## src/rtl/lsu_pkg.sv

```systemverilog
// Shared types, funct3 codes and lane helper for the load/store unit.
package lsu_pkg;

  localparam int unsigned XLEN     = 32;
  localparam int unsigned LSU_ST_W = 2;

  localparam logic [2:0] F3_B  = 3'b000;
  localparam logic [2:0] F3_H  = 3'b001;
  localparam logic [2:0] F3_W  = 3'b010;
  localparam logic [2:0] F3_BU = 3'b100;
  localparam logic [2:0] F3_HU = 3'b101;

  typedef enum logic [LSU_ST_W-1:0] {
    IDLE  = LSU_ST_W'(0),
    READ  = LSU_ST_W'(1),
    WRITE = LSU_ST_W'(2),
    RESP  = LSU_ST_W'(3)
  } lsuStateT;

  // Request fields held for the duration of one access.
  typedef struct packed {
    logic            we;
    logic [2:0]      funct3;
    logic [1:0]      addrLo;
    logic [XLEN-1:0] wdata;
  } lsuReqT;

  // Byte lanes touched by an access of the given size at the given offset.
  function automatic logic [3:0] laneMask(input logic [2:0] funct3, input logic [1:0] addrLo);
    logic [3:0] m;
    m = 4'b0000;
    case (funct3[1:0])
      2'b00:   m = 4'b0001 << addrLo;
      2'b01:   m = addrLo[1] ? 4'b1100 : 4'b0011;
      default: m = 4'b1111;
    endcase
    return m;
  endfunction

endpackage

```

## src/rtl/lsu_align.sv

```systemverilog
// Lane steering: merges store data into a read word and extends load data.
module lsu_align
  import lsu_pkg::*;
(
  input  logic [2:0]      funct3,
  input  logic [1:0]      addrLo,
  input  logic [XLEN-1:0] rbuf,
  input  logic [XLEN-1:0] wdata,
  output logic [XLEN-1:0] storeWord_c,
  output logic [XLEN-1:0] loadData_c
);

  logic [3:0]      mask;
  logic [XLEN-1:0] wdataRep;
  logic [7:0]      byteSel;
  logic [15:0]     halfSel;

  // Replicate store data across lanes, then keep only the masked lanes.
  always_comb begin
    mask        = laneMask(funct3, addrLo);
    wdataRep    = wdata;
    storeWord_c = rbuf;
    case (funct3[1:0])
      2'b00:   wdataRep = {4{wdata[7:0]}};
      2'b01:   wdataRep = {2{wdata[15:0]}};
      default: wdataRep = wdata;
    endcase
    for (int i = 0; i < 4; i++) begin
      if (mask[i]) storeWord_c[8*i +: 8] = wdataRep[8*i +: 8];
    end
  end

  // Select the addressed lane and sign/zero extend; halfword ignores addrLo[0].
  always_comb begin
    byteSel    = rbuf[{addrLo, 3'b000} +: 8];
    halfSel    = rbuf[{addrLo[1], 4'b0000} +: 16];
    loadData_c = rbuf;
    case (funct3)
      F3_B:    loadData_c = {{24{byteSel[7]}}, byteSel};
      F3_H:    loadData_c = {{16{halfSel[15]}}, halfSel};
      F3_BU:   loadData_c = {24'h000000, byteSel};
      F3_HU:   loadData_c = {16'h0000, halfSel};
      default: loadData_c = rbuf;
    endcase
  end

endmodule

```

## src/rtl/load_store_unit.sv

```systemverilog
// Load/store unit in front of a word-wide DMEM port: one access at a time,
// sub-word stores done as read-modify-write, one-cycle response pulse.
// Optional misalignment faults are enabled by defining LSU_MISALIGN_TRAP_EN.
module load_store_unit
  import lsu_pkg::*;
#(
  parameter int unsigned MEM_BYTES = 4096
) (
  input  logic            clk,
  input  logic            rst,
  input  logic            req_valid,
  output logic            req_ready,
  input  logic            req_we,
  input  logic [2:0]      req_funct3,
  input  logic [XLEN-1:0] req_addr,
  input  logic [XLEN-1:0] req_wdata,
  output logic            resp_valid,
  output logic [XLEN-1:0] resp_rdata,
  output logic            resp_err,
  output logic [XLEN-1:0] mem_addr,
  output logic [XLEN-1:0] mem_dataW,
  output logic            mem_MemRW,
  input  logic [XLEN-1:0] mem_dataR
);

  lsuStateT        stateQ, stateNext;
  lsuReqT          reqQ;
  logic            accept;
  logic            f3Illegal, outOfRange, misaligned, reqFault;
  logic [XLEN-1:0] storeWord, loadData;

  logic            readyNext, respValidNext, respErrNext, memRWNext;
  logic [XLEN-1:0] respRdataNext, memAddrNext, memDataWNext;

  // Classify the incoming request before it is accepted.
  always_comb begin
    accept     = req_valid && req_ready;
    outOfRange = req_addr >= XLEN'(MEM_BYTES);
    if (req_we) begin
      f3Illegal = !(req_funct3 inside {F3_B, F3_H, F3_W});
    end else begin
      f3Illegal = !(req_funct3 inside {F3_B, F3_H, F3_W, F3_BU, F3_HU});
    end
`ifdef LSU_MISALIGN_TRAP_EN
    misaligned = ((req_funct3 == F3_H || req_funct3 == F3_HU) && req_addr[0])
               || (req_funct3 == F3_W && req_addr[1:0] != 2'b00);
`else
    misaligned = 1'b0;
`endif
    reqFault = f3Illegal || outOfRange || misaligned;
  end

  // The word being read is merged/extended on the same edge it is captured.
  lsu_align uAlign (
    .funct3      (reqQ.funct3),
    .addrLo      (reqQ.addrLo),
    .rbuf        (mem_dataR),
    .wdata       (reqQ.wdata),
    .storeWord_c (storeWord),
    .loadData_c  (loadData)
  );

  // Next state and next values of the registered outputs.
  always_comb begin
    stateNext     = stateQ;
    readyNext     = 1'b0;
    respValidNext = 1'b0;
    respErrNext   = 1'b0;
    respRdataNext = '0;
    memRWNext     = 1'b0;
    memAddrNext   = mem_addr;
    memDataWNext  = mem_dataW;
    case (stateQ)
      IDLE: begin
        readyNext = 1'b1;
        if (accept) begin
          readyNext = 1'b0;
          if (reqFault) begin
            stateNext     = RESP;
            respValidNext = 1'b1;
            respErrNext   = 1'b1;
          end else if (req_we && req_funct3 == F3_W) begin
            stateNext    = WRITE;
            memRWNext    = 1'b1;
            memAddrNext  = {req_addr[XLEN-1:2], 2'b00};
            memDataWNext = req_wdata;
          end else begin
            stateNext   = READ;
            memAddrNext = {req_addr[XLEN-1:2], 2'b00};
          end
        end
      end
      READ: begin
        if (reqQ.we) begin
          stateNext    = WRITE;
          memRWNext    = 1'b1;
          memDataWNext = storeWord;
        end else begin
          stateNext     = RESP;
          respValidNext = 1'b1;
          respRdataNext = loadData;
        end
      end
      WRITE: begin
        stateNext     = RESP;
        respValidNext = 1'b1;
      end
      RESP: begin
        stateNext = IDLE;
        readyNext = 1'b1;
      end
      default: begin
        stateNext = IDLE;
        readyNext = 1'b1;
      end
    endcase
  end

  // State, latched request and output registers; reset aborts any write.
  always_ff @(posedge clk or posedge rst) begin
    if (rst) begin
      stateQ     <= IDLE;
      reqQ       <= '0;
      req_ready  <= 1'b1;
      resp_valid <= 1'b0;
      resp_rdata <= '0;
      resp_err   <= 1'b0;
      mem_addr   <= '0;
      mem_dataW  <= '0;
      mem_MemRW  <= 1'b0;
    end else begin
      stateQ     <= stateNext;
      req_ready  <= readyNext;
      resp_valid <= respValidNext;
      resp_rdata <= respRdataNext;
      resp_err   <= respErrNext;
      mem_addr   <= memAddrNext;
      mem_dataW  <= memDataWNext;
      mem_MemRW  <= memRWNext;
      if (accept) begin
        reqQ.we     <= req_we;
        reqQ.funct3 <= req_funct3;
        reqQ.addrLo <= req_addr[1:0];
        reqQ.wdata  <= req_wdata;
      end
    end
  end

endmodule

```

## config.mk

```make
export PLATFORM = sky130hd
export DESIGN_NAME = load_store_unit
export DESIGN_NICKNAME = d
export VERILOG_FILES = /design/src/rtl/lsu_pkg.sv /design/src/rtl/lsu_align.sv /design/src/rtl/load_store_unit.sv
export SDC_FILE = /design/constraint.sdc
export NUM_CORES = 1
export LEC_CHECK = 0
export ABC_AREA = 1
export CORE_UTILIZATION = 30
export DETAILED_ROUTE_END_ITERATION = 8
export HOLD_SLACK_MARGIN = 0.02
export PLACE_DENSITY = 0.61
export REMOVE_ABC_BUFFERS = 1
export SLEW_MARGIN = 10
export SYNTH_ARGS = -nofsm -noshare
export SYNTH_HDL_FRONTEND = slang
export SYNTH_HIERARCHICAL = 1
export SYNTH_SLANG_ARGS = --single-unit
```

## constraint.sdc

```tcl
create_clock -name clk -period 6 [get_ports clk]
set_input_delay 0.6 -clock clk [delete_from_list [all_inputs] [get_ports clk]]
set_output_delay 0.6 -clock clk [all_outputs]
set_load 0.05 [all_outputs]
```

Word level (Yosys, flattened, before mapping)
Cells that the tools add are included.
Word-level totals
  bits of input ports: 103
  register bits: 138
  word-level logic and storage cells: 79
  output and inout port bits: 100
Operators by class
  equality and inequality tests: 15
  bitwise logic cells: 1
  shift operators: 3
  magnitude comparators: 1
  mux-type cells: 33
  reduce and logical (&&, ||, !) cells: 14
Operator list (number)
  32-bit 2-to-1 mux: 6
  32-bit one-hot mux with 2 select lines: 2
  32-bit one-hot mux with 4 select lines: 1
  32-bit by 13-bit greater-or-equal comparator with 1-bit output, second input constant: 1
  8-bit 2-to-1 mux: 4
  32-bit by 6-bit variable part select with 16-bit output: 1
  32-bit by 6-bit variable part select with 8-bit output: 1
  3-bit equality test, second input constant: 4
  1-bit 2-to-1 mux: 11
  2-bit inequality test, second input constant: 4
  2-bit one-hot mux with 4 select lines: 1
  4-bit one-hot mux with 2 select lines: 1
  3-bit by 1-bit equality test with 1-bit output, second input constant: 2
  3-bit zero test: 2
  2-bit 2-to-1 mux: 3
  5-bit AND reduction: 1
  5-bit nonzero test: 1
  2-bit by 1-bit equality test with 1-bit output, second input constant: 2
  2-bit equality test, second input constant: 2
  2-bit zero test: 2
  4-bit 2-to-1 mux: 1
  1-bit one-hot mux with 2 select lines: 2
  1-bit by 2-bit << shifter with 4-bit output, first input constant: 1
  3-bit by 2-bit equality test with 1-bit output, second input constant: 1
  8 further kinds: 10

Logic depth before layout (Yosys ltp)
Gate-level depths: netlist of the first run.
  word-level depth: 8
  depth in mapped cells: 11
  mapped depth without buffers: 11

By module
Netlist of the first run, hierarchy kept.
By module, submodules not included
  load_store_unit: area each 5667.9 um^2, cells an instance 647, sequential area each 3454.6 um^2, times used 1
  lsu_align: area each 1406.3 um^2, cells an instance 321, sequential area each 0.0 um^2, times used 1

Least setup slack after synthesis of the first run
OpenSTA, ideal clock, no wires.
  path kind: register to register
  from: register req_ready
  to: register mem_dataW[0]
  stages on the path, launching flop included: 9
  arrival time: 1498 ps
  data required time: 5881 ps
  setup time: 119 ps
  buffers on the path: 1
  clock period less this slack: 1617 ps
  slack: 4383 ps
  cell sequence: dfstp_2 > nand2_1 > nand2_1 > inv_1 > nor2_4 > nand2_4 > buf_6 > nand2_1 > nand2_1
Between the ends
  cells in the longest elaborated chain, start to end: 3
Ends and longest elaborated chain
  start, declared: RTL line load_store_unit.sv:12  | output logic req_ready,
  start signal, assigned: RTL line load_store_unit.sv:133  | req_ready <= readyNext;
  1-bit logical AND: RTL line load_store_unit.sv:37  | accept = req_valid && req_ready;
  2-bit inequality test (no source line)
  5-bit AND reduction (no source line)
  end signal, assigned: RTL line load_store_unit.sv:138  | mem_dataW <= memDataWNext;
  end, declared: RTL line load_store_unit.sv:21  | output logic [XLEN-1:0] mem_dataW,
No other way between the ends.
A chain may end at the register's enable or synchronous reset.

Worst setup path after layout of the first run
  from: register stateQ[1]
  to: register mem_dataW[18]
Between the ends
  cells in the longest elaborated chain, start to end: 3
  elaborated cells on any way between the ends: 9
  classes of those cells: eq/ne: 5; mux: 1; reduce/logical: 3
Ends and longest elaborated chain
  start, declared: RTL line load_store_unit.sv:26  | lsuStateT stateQ, stateNext;
  start signal, assigned: RTL line load_store_unit.sv:132  | stateQ <= stateNext;
  2-bit by 1-bit equality test with 1-bit output / 2-bit zero test (equally long branches): RTL line load_store_unit.sv:73  | case (stateQ)
  2-bit inequality test (no source line) / 2-bit nonzero test (equally long branches)
  5-bit AND reduction (no source line)
Several ways; a longest one is shown, not always the timed one.

==> results of run 1 <==
## where the power goes
part	switching (mW)	leakage [nW]	internal, mW
Combinational	1.71	2.97	0.789
Sequential	0.213	1.70	1.21
Clock	0.414	0.303	0.709
Total	2.34	4.98	2.71
## layout by cell type (no fill, tap or decap), types with 3 or more instances in the layout
cell type	n
a21oi_1	4
a22oi_1	7
and2_1	3
buf_4	4
bufinv_16	4
clkbuf_16	17
clkdlybuf4s50_1	200
clkinv_2	3
clkinvlp_4	3
dfrtp_1	136
ha_1	4
inv_1	124
inv_2	4
inv_6	4
nand2_1	349
nand2_2	3
nand3_1	85
nor2_1	67
nor2_2	5
nor3_1	3
o211ai_1	6
o21ai_0	101
## registers in the layout, indices dropped and copies added, names as in the netlist
name	count
reqQ	38
mem_dataW	32
stateQ	2
mem_MemRW	1
resp_err	1
mem_addr	30
resp_rdata	32
req_ready	1
resp_valid	1
## cell families (layout without fill, tap and decap cells)
| logic type | count (synthesis) | count (layout) | synth area share, % |
|---|---|---|---|
| other | 1 | 2 | 0.0530 |
| adder cells (fa/ha/maj) | 5 | 5 | 0.884 |
| flip-flops | 138 | 138 | 48.8 |
| AO/OA/AOI/OAI | 122 | 122 | 9.13 |
| AND/OR/NAND/NOR | 520 | 520 | 30.0 |
| buffers and inverters | 180 | 365 | 10.8 |
| multiplexers | 2 | 2 | 0.318 |
## how the worst min path moves through the flow
stage | startpoint | end | depth (start not counted)
after detailed placement | mem_dataW[7] | mem_dataW[7] | 2
after global routing | mem_dataW[16] | mem_dataW[16] | 2
after CTS | mem_dataW[22] | mem_dataW[22] | 2
final | mem_dataW[25] | mem_dataW[25] | 2
after global placement | mem_dataW[23] | mem_dataW[23] | 2
after floorplan | reqQ[37] | mem_MemRW | 2
## per-stage QoR
stage / instances / cell area, µm² / hold slack [ns] / util, %
5_1_grt: 1467 / 9870 / 0.492 / 43.1
6_report: 1467 / 9870 / 0.470 / 43.1
2_1_floorplan: 918 / 6800 / 0.453 / -
3_5_place_dp: 1435 / 9240 / 0.457 / 40.3
4_1_cts: 1467 / 9870 / 0.475 / 43.1
3_3_place_gp: 1435 / 9240 / 0.459 / 40.3
## cell type report
cell class,count,area [µm²]
fill,2327,13000
tap,313,392
inverter,129,489
timing repair buffer,204,2030
sequential,138,3460
multi-input combinational,651,2870
clock buffer,18,439
clock inverter,14,193
## critical path: stages, from the launching register on
cell     delay (ns)
dfrtp_1        0.38
inv_1          0.10
ha_2           0.51
nand2_1        0.21
buf_4          0.35
o21ai_1        0.17
nor2_4         0.66
nand2_4        0.39
nand2_1        0.16
nand2_1        0.06
## per-layer routing
layer,routed length (µm),vias to the layer above,track usage [%]
li1,-,3326,-
met1,9770,3054,25.3
met2,9950,237,28.7
met3,1310,24,3.50
met4,379,0,5.51
met5,0,-,0
==> summary.md, run 1 <==
| Metric | Value |
|---|---|
| Final Hold Viols | `0` |
| Initial Util | `just over 30%` |
| Die area | `24200 µm²` |
| Status | `complete, no violations` |
| Sum Neg Setup Slack | `0 ns` |
| # DRC | `0` |
| Synth area leaders | `dfrtp_1, nand2_1, o21ai_0` |
| Global placer's final weighted congestion | `between 0.8 and 0.9` |
| Top FF cell, synth | `dfrtp_1` |
| Final WL | `~21000 µm` |
| Sequential-to-total area share from yosys stat | `between 40% and 50%` |
| DPL Wire Length | `15400 µm` |
| H-Tree Depth | `4` |
| R2R Setup Slk | `2.88 ns` |
| Number of global-route vias before repair | `around 6300` |
| Ports | `just over 200` |
| Worst-Margin Slew | `approximately 1 ns` |
| Worst Setup EP | `mem_dataW[18]` |
| Vias | `around 6600` |
| Area share of the largest cell type after synthesis | `between 40% and 50%` |
| Clk_skew | `between 0.01 and 0.015 ns` |
| Total gr overflow | `0` |
| Core area | `approximately 23000 µm²` |
| RSZ-0062 raised after global routing | `no` |
| Via density | `about 4.5` |
| Chip Height | `156 µm` |
| Post_cts resized | `0` |
| First-pass GRT wire length | `roughly 34000 µm` |
| Layout area overhead | `39.5%` |
| PortBufs | `200` |
| FF-to-FF path depth | `9` |
| Worst Hold Class | `reg2reg` |
| Post-synth ARST share | `100%` |
| CP arrival | `3.43 ns` |
| Leakage power | `between 4 and 5 nW` |
| Diodes inserted | `0` |
| CTS clk-pin slew, worst paths | `about 0.06 ns` |
| Synth Register Bits | `about 140` |
| Max-Cap Viols | `0` |
| CP required | `6.31 ns` |
| Reg-to-Reg Start | `stateQ[1]` |
| Tot Pwr | `5.05 mW` |
| Max clock buf depth | `2` |
| Max-slew violations | `0` |
| Syn Area/Cell | `between 7 and 8 µm²` |
| Final ANT Viol Nets | `0` |
| GRT Util Overall | `between 10% and 20%` |
| Synth warn | `6` |
| Initial DRC count | `between 600 and 700` |
| Setup Buffers After CTS | `0` |
| Routed len/inst | `between 10 and 15 µm` |
| Worst slack, placed | `2.83 ns` |
| Setup WS post-layout | `2.88 ns` |
| Layout cell share with drive strength beyond 1 | `5.11%` |
| Critical Path End Type | `register` |
| Critical path origin | `stateQ[1]` |
| Min Tclk post-route | `between 3 and 4 ns` |
| Setup violations, final | `0` |
| Clk root buf | `clkbuf_16` |
| FMAX | `0.320 GHz` |
| Most common cell in the netlist | `nand2_1` |
| Critical setup path kind | `reg2reg` |
| CTS tree | `built` |
| Nets | `roughly 1200` |
| Row count | `55` |
| Mapped cell area | `between 7000 and 8000 µm²` |
| Maximum VDD drop | `approximately 230 µV` |
| DR pass1 iterations | `5` |
| Cell count after synthesis | `968` |
| Hold Buf Count CTS | `0` |
| Largest net degree at the start of global routing | `approximately 110` |
| Top post-synthesis cells by count | `nand2_1, dfrtp_1, inv_1` |
| Final Cycle Share | `52.1%` |
| Crit-path max FO | `67` |
| Die Wd | `about 160 µm` |
| Number of synthesized flops with an enable pin | `0` |
| Max-slew headroom | `roughly a third` |
| Synth area leader | `dfrtp_1` |
| Initial antenna violation count | `0` |
| Kind of start point of the critical path | `register` |
| Count of different cell masters after synthesis | `30` |
| CTS sink cnt | `between 100 and 150` |
| Crit Reg-Reg Endpoint | `mem_dataW[18]` |
| CTS Buf Count | `17` |
| Clock latency at the later pin of the worst-skew pair | `0.42 ns` |
| Power Density | `512 nW/µm²` |
Note: power is estimated with default switching activity, not from simulation.
==> inputs of run 2 (changes only) <==
Settings changed: PLACE_DENSITY 0.61 to 0.63.
Clock period 6 ns to 2.8 ns, I/O delays scaled along.
==> summary.md, run 2 (synthesis results as in run 1) <==
| Metric | Value |
|---|---|
| Status | `complete, no violations` |
| Largest net degree at the start of global routing | `71 (-33%)` |
| Die area | `24200 µm² (unchanged)` |
| CTS clk-pin slew, worst paths | `0.06 ns (about the same)` |
| PortBufs | `200 (unchanged)` |
| NetSw | `5.04 mW (+120%)` |
| FMAX | `0.466 GHz (+46%)` |
| Met2 usage | `29.9% (+1.3 points)` |
| Worst slack, placed | `0.546 ns (-2.28 ns)` |
| Ports | `203 (unchanged)` |
| Worst Hold Class | `in2async` |
| First-pass GRT wire length | `34500 µm (+0.85%)` |
| CP required | `3.16 ns (-3.15 ns)` |
| Most frequent cells in the layout | `nand2_1, clkdlybuf4s50_1, dfrtp_1, inv_1, o21ai_0` |
| Initial Util | `30.9% (unchanged)` |
| Final WL | `21800 µm (+1.6%)` |
| R2R Setup Slk | `0.66 ns (-2.22 ns)` |
| Reg with most FFs | `reqQ` |
| Setup violations, final | `0 (unchanged)` |
| Met1 GRT Util | `24.5% (-0.84 points)` |
| Min Tclk post-route | `2.14 ns (-0.979 ns)` |
| Hold Buf Count CTS | `0 (unchanged)` |
| Max-slew headroom | `45.9% (+14 points)` |
| Reg-to-Reg Start | `reqQ[34]` |
| Leakage power | `5.01 nW (+0.63%)` |
| Clock latency at the later pin of the worst-skew pair | `0.42 ns (about the same)` |
| Max reg flops | `38 (unchanged)` |
| Switching share of power | `47.3% (+0.93 points)` |
| RSZ-0062 raised after global routing | `no` |
| Crit Reg-Reg Endpoint | `mem_dataW[17]` |
| Final Cycle Share | `76.6% (+25 points)` |
| Regs by FF count | `reqQ x38, mem_dataW x32, resp_rdata x32` |
| Layout cell share with drive strength beyond 1 | `5.84% (+0.72 points)` |
| Kind of start point of the critical path | `register` |
| Power Density | `1080 nW/µm² (+110%)` |
| Max-slew violations | `0 (unchanged)` |
| Initial antenna violation count | `2 (+2)` |
| Routed len/inst | `14.7 µm (+0.69%)` |
| Clock group share of total power | `20.0% (-2.2 points)` |
| Clk_skew | `0.00828 ns (-0.00176 ns)` |
| FF-to-FF path depth | `10 (+1)` |
| Most Crowded Layer GR | `met2` |
| CTS Buf Count | `17 (unchanged)` |
| # DRC | `0 (unchanged)` |
| Pint | `5.61 mW (+110%)` |
| Clk root buf | `clkbuf_16` |
| Crit-path max FO | `13 (-81%)` |
| Commonest non-fill, non-tap cell in the layout | `nand2_1` |
| Tot Pwr | `10.7 mW (+110%)` |
| CP arrival | `2.50 ns (-0.93 ns)` |
| Layout area overhead | `39.8%` |
| Global placer's final weighted congestion | `0.875 (+4.1%)` |
| Final ANT Viol Nets | `0 (unchanged)` |
| Via density | `4.54 (+0.33%)` |
| Max-Cap Viols | `0 (unchanged)` |
| Number of global-route vias before repair | `6490 (+3.7%)` |
| Setup WS post-layout | `0.656 ns (-2.22 ns)` |
| Total gr overflow | `0 (unchanged)` |
| Die Wd | `156 µm (unchanged)` |
| Met3 Use GR | `3.53% (+0.028 points)` |
| CTS tree | `built` |
| DPL Wire Length | `15900 µm (+2.8%)` |
| H-Tree Depth | `4 (unchanged)` |
| Post_cts resized | `0 (unchanged)` |
| Max clock buf depth | `2 (unchanged)` |
| Core area | `22900 µm² (unchanged)` |
| Critical Path End Type | `register` |
| Critical path origin | `reqQ[34]` |
| Initial DRC count | `553 (-9.6%)` |
| Hold slack | `0.335 ns (-0.136 ns)` |
| Critical setup path kind | `reg2reg` |
| Setup Buffers After CTS | `0 (unchanged)` |
| Final Hold Viols | `0 (unchanged)` |
| CTS sink cnt | `138 (unchanged)` |
| Worst Setup EP | `mem_dataW[17]` |
| Nets | `1260 (+0.88%)` |
| DR pass1 iterations | `8 (+3)` |
| Maximum VDD drop | `518 µV (+130%)` |
| GRT Util Overall | `18.4% (+0.19 points)` |
| Worst-Margin Slew | `0.810 ns (-0.217 ns)` |
| Seq pwr share | `28.7% (+0.5 points)` |
| Combinational fraction of design power | `51.3% (+1.7 points)` |
| Vias | `6722 (+1.2%)` |
| Chip Height | `156 µm (unchanged)` |
| Row count | `55 (unchanged)` |
run 2: cell types whose count changed in the layout (fill, tap and decap cells not counted), moves of 2 or more:
cell and change:
buf_4 +10, bufinv_16 -3, clkinv_4 +3, inv_6 -3, clkbuf_1 +2, clkinv_2 +2
clkinvlp_4 -2, diode_2 +2
run 2: through the flow:
stage | std cells | util (%) | setup TNS (ns) | instance area (µm²)
4_1_cts | 1478 | 43.2 | 0 | 9890
2_1_floorplan | 918 | - | -177.88 | 6800
3_3_place_gp | 1446 | 40.7 | 0 | 9330
6_report | 1480 | 43.2 | 0 | 9890
5_1_grt | 1480 | 43.2 | 0 | 9890
3_5_place_dp | 1446 | 40.7 | 0 | 9330
run 2: per-layer routing:
metal  up-vias  part of all wire, %
met5         -                    0
met4         0                  1.3
met3        18                  5.8
met2       221                   48
met1      3124                   45
li1       3359                    -
run 2: final cells by class:
type	instances	area, µm²
multi-input combinational	651	2870
timing repair buffer	215	2130
clock inverter	11	97.6
clock buffer	21	460
fill	2382	13000
inverter	129	489
antenna	2	5.00
sequential	138	3460
tap	313	392
run 2: worst min path at each step:
stage | slack [ns] | endpoint
floorplan | 0.39 | mem_addr[10]
global placement | 0.46 | mem_dataW[5]
detailed placement | 0.46 | mem_dataW[15]
CTS | 0.35 | mem_addr[17]
global route | 0.39 | mem_addr[19]
finish | 0.33 | mem_addr[12]
run 2: power by group through the flow:
stage                     clock [mW]  combinational (mW)  sequential [mW]
after floorplan                    0                2.56             4.12
after global placement             0                5.36             3.08
after detailed placement           0                5.43             3.08
after CTS                       2.18                5.46             3.06
after global routing            2.26                6.05             3.14
final                           2.13                5.46             3.06
run 2: critical path, cell delays in order (launching register included):
cell and delay (ns):
dfrtp_1 0.70, inv_2 0.12, nand2_1 0.25, nand2_1 0.13
nor2_2 0.29, nand2_1 0.10, nand3_1 0.11, nand2_1 0.06
o21ai_0 0.12, nand3_1 0.10, nand2_1 0.09
==> inputs of run 3 (changes only) <==
Clock period 2.8 ns to 1.9 ns, I/O delays scaled along.
==> summary.md, run 3 (synthesis results as in run 1) <==
| Metric | Value |
|---|---|
| Nets | `1273 (+1.0%)` |
| Routed len/inst | `14.6 µm (-0.38%)` |
| Commonest non-fill, non-tap cell in the layout | `nand2_1` |
| Row count | `55 (unchanged)` |
| Combinational fraction of design power | `51.6% (+0.3 points)` |
| Clock group share of total power | `21.2% (+1.2 points)` |
| Seq pwr share | `27.2% (-1.5 points)` |
| Max clock buf depth | `2 (unchanged)` |
| Final WL | `21800 µm (+0.36%)` |
| Via density | `4.54 (about the same)` |
| Global placer's final weighted congestion | `0.878 (+0.26%)` |
| Die Wd | `156 µm (unchanged)` |
| Core area | `22900 µm² (unchanged)` |
| CTS clk-pin slew, worst paths | `0.06 ns (about the same)` |
| CP delay by family, top | `buffers and inverters` |
| DR pass1 iterations | `5 (-3)` |
| GRT Util Overall | `18.4% (+0.056 points)` |
| Kind of start point of the critical path | `register` |
| Power Density | `1620 nW/µm² (+51%)` |
| Initial DRC count | `605 (+9.4%)` |
| Crit-path max FO | `2 (-11)` |
| Critical setup path kind | `reg2out` |
| # DRC | `0 (unchanged)` |
| Min Tclk post-route | `1.82 ns` |
| H-Tree Depth | `4 (unchanged)` |
| Hold Buf Count CTS | `0 (unchanged)` |
| Worst Hold Class | `in2async` |
| CP max stage delay | `0.83 ns (+0.13 ns)` |
| CP arrival | `1.63 ns (-0.87 ns)` |
| Regs by FF count | `reqQ x38, mem_dataW x32, resp_rdata x32` |
| Finished Layout Cells | `1491 (+0.74%)` |
| Post_cts resized | `0 (unchanged)` |
| Die area | `24200 µm² (unchanged)` |
| Total gr overflow | `0 (unchanged)` |
| Clock latency at the later pin of the worst-skew pair | `0.42 ns (about the same)` |
| Reg with most FFs | `reqQ` |
| PortBufs | `200 (unchanged)` |
| Initial antenna violation count | `0 (-2)` |
| Setup Buffers After CTS | `0 (unchanged)` |
| Layout area overhead | `43.2%` |
| Max-slew headroom | `62.1% (+16 points)` |
| FMAX | `roughly 0.55 GHz` |
| Final core utilization | `44.2% (+1.0 points)` |
| Max-Cap Viols | `0 (unchanged)` |
| Cell-by-cell trace of the critical path | `clkdlybuf4s50_1` |
| Inst Count DP | `1459 (+0.90%)` |
| Setup violations, final | `0 (unchanged)` |
| Pint | `8.85 mW (+58%)` |
| Slowest-stage cell, CP | `clkdlybuf4s50_1` |
| NetSw | `7.57 mW (+50%)` |
| Worst-Margin Slew | `0.567 ns (-0.243 ns)` |
| Maximum VDD drop | `762 µV (+47%)` |
| Final Cycle Share | `95.7%` |
| Status | `complete, no violations` |
| Diodes inserted | `0 (-2)` |
| Ports | `203 (unchanged)` |
| Initial Util | `30.9% (unchanged)` |
| Final Hold Viols | `0 (unchanged)` |
| Largest net degree at the start of global routing | `73 (+2.8%)` |
| Buf/Inv on CP | `1 (unchanged)` |
| Layout cell share with drive strength beyond 1 | `7.13% (+1.3 points)` |
| Most frequent cells in the layout | `nand2_1, clkdlybuf4s50_1, dfrtp_1, inv_1, o21ai_0` |
| Critical Path End Type | `output port` |
| CTS tree | `built` |
| Max reg flops | `38 (unchanged)` |
| Final ANT Viol Nets | `0 (unchanged)` |
| Clk_skew | `0.00985 ns (+0.00157 ns)` |
| First-pass GRT wire length | `34500 µm (+0.12%)` |
| DPL Wire Length | `16100 µm (+1.2%)` |
| Clk root buf | `clkbuf_16` |
| RSZ-0062 raised after global routing | `no` |
| Chip Height | `156 µm (unchanged)` |
| CTS Buf Count | `17 (unchanged)` |
| Sum Neg Setup Slack | `0 ns (unchanged)` |
| Hold slack | `0.121 ns (-0.214 ns)` |
| Max-slew violations | `0 (unchanged)` |
| CP required | `1.71 ns (-1.45 ns)` |
| Switching share of power | `46.1% (-1.2 points)` |
| Leakage power | `5.12 nW (+2.2%)` |
| CTS sink cnt | `138 (unchanged)` |
| Number of global-route vias before repair | `6373 (-1.8%)` |
| Vias | `6768 (+0.68%)` |
run 3: cell types whose count changed in the layout (fill, tap and decap cells not counted), sizes merged:
| cell | delta |
|---|---|
| buf | +14 |
| clkinv | -5 |
| inv | +3 |
| bufinv | +2 |
| clkbuf | -2 |
| clkinvlp | +2 |
| diode | -2 |
| clkdlybuf4s50 | -1 |
run 3: final timing paths:
kind / startpoint / endpoint / slack [ns] / cells after the start
worst max-delay path: mem_dataW[26] / mem_dataW[26] / 0.08 / 1
worst min-delay path: rst / reqQ[8] / 0.12 / 2
worst max register to register: stateQ[0] / mem_dataW[0] / 0.16 / 8
worst min register to register: mem_dataW[8] / mem_dataW[8] / 0.47 / 2
max in group asynchronous: rst / mem_addr[3] / 1.12 / 3
min in group clk: req_addr[4] / mem_addr[4] / 0.30 / 3
run 3: final cells by class:
type / instances / area (µm²)
clock buffers: 19 / 453
clock inverters: 13 / 166
fillers: 2325 / 12800
inverters: 129 / 489
multi-input cells: 651 / 2880
flip-flops and latches: 138 / 3460
well taps: 313 / 392
repair buffers: 228 / 2300
run 3: per-layer routing:
metal	part of all wire, %	vias to the layer above	GRT usage [%]
li1	-	3378	-
met1	45	3123	25.5
met2	47	243	29.0
met3	6.3	24	3.97
met4	1.4	0	5.32
met5	0	-	0
run 3: per-stage QoR:
step                setup slack (ns)  total power [mW]  area, µm²
finish                        0.0822              16.4      10100
global route                  0.0211              17.6      10100
CTS                           0.0605              16.4      10100
detailed placement             0.101              12.9       9500
global placement               0.143              12.8       9500
floorplan                      -1.98              9.84       6800
run 3: power by group through the flow:
stage / combinational [mW] / clock [mW] / sequential, mW
after floorplan: 3.77 / 0 / 6.07
after global routing: 9.33 / 3.71 / 4.57
after detailed placement: 8.39 / 0 / 4.50
final: 8.47 / 3.49 / 4.47
after CTS: 8.43 / 3.54 / 4.47
after global placement: 8.30 / 0 / 4.49
